--- src/rtl/mult4_pp_compress_pipe.sv ---
// 4x4 multiplier front end: partial-product generation (Baugh-Wooley when signed)
// and a full/half-adder compressor tree, pipelined behind a valid/ready handshake.
module mult4_pp_compress_pipe #(
  parameter int SIGNED = 1,
  parameter int STAGES = 2
) (
  input  logic       clk,
  input  logic       rst_n,
  input  logic       in_valid,
  output logic       in_ready,
  input  logic [3:0] in_a,
  input  logic [3:0] in_b,
  output logic       out_valid,
  input  logic       out_ready,
  output logic [6:0] out_row_a,
  output logic [6:0] out_row_b,
  output logic       out_c7
);

  localparam logic CONST_BIT = (SIGNED != 0);

  // pp[4*i+j] = a[j] & b[i], weight 2^(i+j); sign-row/column cross terms inverted
  function automatic logic [15:0] gen_pp(input logic [3:0] a, input logic [3:0] b);
    logic [15:0] pp;
    pp = '0;
    for (int i = 0; i < 4; i++) begin
      for (int j = 0; j < 4; j++) begin
        pp[4*i+j] = a[j] & b[i];
        if ((SIGNED != 0) && ((i == 3) != (j == 3))) pp[4*i+j] = ~pp[4*i+j];
      end
    end
    return pp;
  endfunction

  function automatic logic [1:0] fa(input logic x, input logic y, input logic z);
    return {(x & y) | (x & z) | (y & z), x ^ y ^ z};
  endfunction

  function automatic logic [1:0] ha(input logic x, input logic y);
    return {x & y, x ^ y};
  endfunction

  // Returns {c7, row_b, row_a}. Baugh-Wooley constants enter as ordinary bits
  // at columns 4 and 7; column 7 carries nothing in, so it is just the constant.
  function automatic logic [14:0] compress(input logic [15:0] pp);
    logic [1:0] f2, f3a, h3b, f4a, f4b, f5a;
    logic [6:0] ra, rb;
    f2  = fa(pp[2], pp[5], pp[8]);
    f3a = fa(pp[3], pp[6], pp[9]);
    h3b = ha(pp[12], f2[1]);
    f4a = fa(pp[7], pp[10], pp[13]);
    f4b = fa(CONST_BIT, f3a[1], h3b[1]);
    f5a = fa(pp[11], pp[14], f4a[1]);
    ra  = {pp[15], f5a[0], f4a[0], f3a[0], f2[0], pp[1], pp[0]};
    rb  = {f5a[1], f4b[1], f4b[0], h3b[0], 1'b0, pp[4], 1'b0};
    return {CONST_BIT, rb, ra};
  endfunction

  if (STAGES == 1) begin : g_s1
    logic        v_q, v_d;
    logic [14:0] res_q, res_d;
    logic        adv;

    always_comb begin
      adv   = !v_q || out_ready;
      v_d   = v_q;
      res_d = res_q;
      if (adv) begin
        v_d = in_valid;
        if (in_valid) res_d = compress(gen_pp(in_a, in_b));
      end
    end

    always_ff @(posedge clk or negedge rst_n) begin
      if (!rst_n) begin
        v_q   <= 1'b0;
        res_q <= '0;
      end else begin
        v_q   <= v_d;
        res_q <= res_d;
      end
    end

    assign in_ready  = adv;
    assign out_valid = v_q;
    assign out_row_a = res_q[6:0];
    assign out_row_b = res_q[13:7];
    assign out_c7    = res_q[14];
  end else if (STAGES == 2) begin : g_s2
    logic        v1_q, v1_d, v2_q, v2_d;
    logic [15:0] pp_q, pp_d;
    logic [14:0] res_q, res_d;
    logic        adv1, adv2;

    always_comb begin
      adv2  = !v2_q || out_ready;
      adv1  = !v1_q || adv2;
      v1_d  = v1_q;
      v2_d  = v2_q;
      pp_d  = pp_q;
      res_d = res_q;
      if (adv2) begin
        v2_d = v1_q;
        if (v1_q) res_d = compress(pp_q);
      end
      if (adv1) begin
        v1_d = in_valid;
        if (in_valid) pp_d = gen_pp(in_a, in_b);
      end
    end

    always_ff @(posedge clk or negedge rst_n) begin
      if (!rst_n) begin
        v1_q  <= 1'b0;
        v2_q  <= 1'b0;
        pp_q  <= '0;
        res_q <= '0;
      end else begin
        v1_q  <= v1_d;
        v2_q  <= v2_d;
        pp_q  <= pp_d;
        res_q <= res_d;
      end
    end

    assign in_ready  = adv1;
    assign out_valid = v2_q;
    assign out_row_a = res_q[6:0];
    assign out_row_b = res_q[13:7];
    assign out_c7    = res_q[14];
  end else begin : g_bad_stages
    $error("mult4_pp_compress_pipe: STAGES must be 1 or 2");
  end

endmodule

--- config.mk ---
export PLATFORM = sky130hd
export DESIGN_NAME = mult4_pp_compress_pipe
export DESIGN_NICKNAME = d
export VERILOG_FILES = /design/src/rtl/mult4_pp_compress_pipe.sv
export SDC_FILE = /design/constraint.sdc
export NUM_CORES = 1
export LEC_CHECK = 0
export BUFFER_PORTS_ARGS = -buffer_cell sky130_fd_sc_hd__buf_2
export CAP_MARGIN = 20
export CORE_ASPECT_RATIO = 0.9
export CORE_UTILIZATION = 48
export DETAILED_ROUTE_END_ITERATION = 16
export PLACE_DENSITY = 0.74
export REMOVE_ABC_BUFFERS = 1
export SYNTH_ARGS = -nofsm -noshare
export SYNTH_HDL_FRONTEND = slang
export SYNTH_SLANG_ARGS = --single-unit
--- constraint.sdc ---
create_clock -name clk -period 1.56 [get_ports clk]
set_clock_uncertainty 0.1 [all_clocks]
set_input_delay 0.078 -clock clk [delete_from_list [all_inputs] [get_ports clk]]
set_output_delay 0.078 -clock clk [all_outputs]
set_load 0.1 [all_outputs]
-- Yosys cells after proc, flatten, opt, wreduce, memory -nomap -nowiden
Cells that the tools add are included.
- bitwise logic cells: 57
- reductions and logical operators: 6
- operator list (kind ; number):
    bitwise AND 1 bit ; 30
    bitwise OR 1 bit ; 10
    bitwise XOR 1 bit ; 10
    NOT 1 bit ; 7
    AND reduction 2 bit ; 2
    zero test 1 bit ; 2
    logical OR 1 bit ; 2
- flip-flop bits (word level): 31
- bits of input ports: 12
- output and inout bits: 17
- logic and storage cells: 67

-- Depth between registers and ports, before layout
- depth after elaboration: 6
- depth in mapped cells: 7
- depth with buffers taken out: 7

-- Worst setup path before layout
No wires, ideal clock.
- kind: register to register
- start: reg g_s2.v2_q, in the netlist out_valid
- end: reg g_s2.pp_q[12]
- setup time: 0.082 ns
- arrival: 1.919 ns
- data required time: 1.378 ns
- path slack: -0.541 ns
- cell stages (with the launch flop): 7
- buffers on the path: 1
- clock period less this slack: 2.101 ns
- cell sequence: dfrtp_1 > nand2b_4 > nor2_4 > inv_2 > and2_4 > buf_6 > a31oi_1
- word-level cells in the longest chain between the ends: 4
- RTL lines (item ; RTL line ; RTL):
    from (decl) ; 90 ; logic v1_q, v1_d, v2_q, v2_d;
    from (signal assigned) ; 120 ; v2_q <= v2_d;
    zero test 1 bit ; 96 ; adv2 = !v2_q || out_ready;
    logical OR 1 bit ; 96 ;
    logical OR 1 bit ; 97 ; adv1 = !v1_q || adv2;
    named net in_ready ; 10 ; output logic in_ready,
    AND reduction 2 bit (no line) ; - ;
    to (signal assigned) ; 121 ; pp_q <= pp_d;
    to (decl) ; 91 ; logic [15:0] pp_q, pp_d;
The timed path passes the listed nets, and every way through them passes these cells.
A chain may end at the register's enable or synchronous reset.

-- Worst setup path after layout
- start: reg g_s2.pp_q[7]
- end: reg g_s2.res_q[5]
- word-level cells in the longest chain between the ends: 4
- elaborated cells between the ends (all ways): 5
- classes of those cells: 5 x bitwise
- RTL lines (item ; RTL line ; RTL):
    bitwise AND 1 bit ; 36 ; return {(x & y) | (x & z) | (y & z), x ^ y ^ z};
    bitwise OR 1 bit * (2 in a row) ; 36 ;
    bitwise XOR 1 bit * ; 36 ;
    to (signal assigned) ; 122 ; res_q <= res_d;
    to (decl) ; 92 ; logic [14:0] res_q, res_d;
Mark *: on every way between the ends. The rest lies on a longest branch, timed or not.

==> results.py <==
metrics = {
    "outcome": {
        "status": "finished clean",
    },
    "cts": {
        "cts_root_buf": "clkbuf_4",
        "cts_buffers": 5,
        "insertion_delay_ns": 0.33,
        "ctsHtreeMaxLevel": 2,
        "cts_tree": "done",
        "clockBufferDepth": 2,
        "clkTransAtPathRegs_ns": 0.09,
        "cts.sinks": 31,
    },
    "min_path": {
        "worstHoldPathCells": 2,
        "worstHoldStart": "in_valid",
        "hold_path_class": "input port to flip-flop",
        "whs_endpoint": "g_s2.v1_q",
    },
    "final_layout": {
        "fill_cells": 247,
        "syn_to_final_growth_pct": 26.6,
        "fin_nets": 177,
        "drive_gt1_frac": 0.344,
        "final_area_um2": 1760,
        "antenna_cells": 0,
        "mostFrequentLayoutCell": "dfrtp_1",
        "final_cell_mix": "dfrtp_1 (31), buf_2 (25), inv_1 (15), nand3_1 (10), dlygate4sd3_1 (10)",
        "final_util": 0.641,
    },
    "sta": {
        "max_slew_margin": 0.547,
        "fin_tns_setup_ns": 0,
        "rsz0062_at_grt": "true",
        "finalCritPeriodShare": 0.984,
        "maxSlewViolCount": 0,
        "max_freq_ghz": 0.651,
        "min_period_ns": 1.54,
        "setup_violations": 0,
        "hold_viol": 0,
        "worst_pin_slew_ns": 0.680,
        "fin_ws_ns": 0.0244,
    },
    "critical_path": {
        "critical_path_required_ns": 1.68,
        "cpLargestDelayFamily": "adder cells",
        "r2r-start": "g_s2.pp_q[7]",
        "start_kind": "flip-flop",
        "cp_max_fo": 2,
        "crit_buf_inv": 1,
        "cp_slowest_stage_delay_ns": 0.48,
        "worstPathArrival_ns": 1.66,
        "cp-end-kind": "flip-flop",
        "worst_path_max_delay_cell": "fa_1",
        "worstSetupPathType": "flip-flop to flip-flop",
        "timing.rr.end": "g_s2.res_q[5]",
        "reg2regPathDepth": 4,
        "path_cells": "inv_2, fa_2, fa_1, mux2i_1",
        "crit_path_start": "g_s2.pp_q[7]",
        "r2r_slack_ns": 0.02,
    },
    "synth": {
        "syn_area_um2": 1390,
        "yosys.area_share.simple": 0.0773,
        "synth.top_cells.by_area": "dfrtp_1 (56%), fa_1 (5.8%), inv_1 (5.4%)",
        "ys_ff_latch": 31,
        "yosysTopAreaCell": "dfrtp_1",
        "ys_types": 22,
        "ys_warn_count": 0,
        "synth-xor-area-share": 0,
        "yosysSeqAreaShare": 0.558,
        "syn_inst": 119,
        "synth_compound_area_frac": 0.101,
        "synthAdderAreaFrac": 0.0755,
        "synth_top_family_by_area": "compound AO/OA/AOI/OAI gates",
        "synth_mux_area_frac": 0.0908,
        "synth_top_area_frac": 0.558,
        "syn_area_per_cell_um2": 11.7,
    },
    "grt": {
        "overflow": 0,
        "grt_max_degree": 32,
        "grt_pass1_vias": 993,
        "antenna_found_initial": 0,
        "grt_pass1_wl_mm": 4.35,
        "grtUsageTotal": 0.200,
    },
    "floorplanning": {
        "io_pins": 29,
        "die_w_um": 58.8,
        "core_area_um2": 2750,
        "dieArea_um2": 3120,
        "num_rows": 18,
        "dieHeight_um": 53.1,
        "start_util": 0.506,
    },
    "power_and_ir_drop": {
        "peakVddDrop_v": 0.000780,
        "p_leak_nw": 0.871,
        "p_per_area_nw_per_um2": 1630,
    },
    "place": {
        "post-place-ws_ns": -0.0582,
        "gp_congestion": 0.808,
        "placed_cell_area_um2": 1560,
        "place_hpwl_mm": 1.87,
        "io_buffer_count": 26,
    },
    "detailed_routing": {
        "wl_per_cell_um": 13.3,
        "drcViolationCount": 0,
        "ant_nets": 0,
        "wl_mm": 2.65,
        "via_count": 996,
        "routed_via_density": 4.98,
        "drt_iter0_drc": 14,
        "firstDrtPassIters": 4,
    },
    "job": {
        "max_cap_violations": 0,
    },
}
[cell usage after synthesis]
library cell  count
buf_6             2
and2_4            1
nand2b_1          2
nand2_1           3
fa_1              4
nor2_4            1
a21oi_1           6
buf_2             1
ha_1              2
o2bb2ai_1         4
conb_1            1
a31oi_1           6
mux2_2            5
nand2b_4          1
nand3_1          10
inv_2             2
dfrtp_1          31
inv_1            20
buf_4             2
o22ai_1           6
mux2i_1           7
clkbuf_1          2
[power breakdown]
part | internal, mW | switching (mW) | leakage (nW) | total, mW
logic | 0.255 | 1.06 | 0.469 | 1.31
clock network | 0.265 | 0.271 | 0.0386 | 0.536
registers | 0.955 | 0.0740 | 0.363 | 1.03
[worst register-to-register path, cell delays in order (launching register included)]
cell	delay (ns)
dfrtp_1	0.37
inv_2	0.05
fa_2	0.37
fa_1	0.48
mux2i_1	0.06
[layer usage]
metal  wire length, µm  up-vias  track usage
li1                  -      476            -
met1              1150      482        0.230
met2              1350       36        0.343
met3               140        2       0.0733
met4                 9        0       0.0714
met5                 0        -            0
[timing repair]
action / 4_1_cts / 5_1_grt
endpoints found under the hold margin: 48 / 0
endpoints found under the setup margin: 3 / 2
setup buffers: 0 / 0
resized for setup: 3 / 7
hold buffers: 10 / 0
pin swaps: 0 / 2
[sequential cells by signal, summed over array words and instances, names as in the netlist]
register and count:
g_s2.v1_q 1, out_valid 1, g_s2.pp_q 16, g_s2.res_q 13
[how the worst max path moves through the flow]
stage,endpoint,slack [ns],cells past startpoint
2_1_floorplan,g_s2.pp_q[11],-0.60,5
3_3_place_gp,g_s2.res_q[5],0.0008,4
3_5_place_dp,g_s2.res_q[11],-0.06,7
4_1_cts,g_s2.res_q[11],-0.01,7
5_1_grt,g_s2.res_q[5],-0.04,4
6_report,g_s2.res_q[5],0.02,4
[final cells by class]
class                      count  area, µm²  area share
inverter                      22       82.6      0.0469
clock buffer                   8       68.8      0.0391
multi-input combinational     60        517       0.293
sequential                    31        776       0.440
tap                           40       50.0      0.0284
timing repair buffer          39        268       0.152
[through the flow]
step | std cells | hold slack (ns) | total power, mW
final | 200 | 0.0666 | 2.88
after global routing | 200 | 0.0605 | 3.01
after CTS | 200 | 0.0412 | 2.89
after detailed placement | 182 | 0.0601 | 2.33
after global placement | 182 | 0.0453 | 2.30
after floorplan | 113 | -0.318 | 2.08
[cells by family after synthesis]
| family | Yosys count |
|---|---|
| buffers and inverters | 29 |
| multiplexers | 12 |
| flip-flops | 31 |
| other | 1 |
| AND/OR/NAND/NOR | 18 |
| AO/OA/AOI/OAI | 22 |
| adder cells (fa/ha/maj) | 6 |
(Power assumes the default switching activity.)
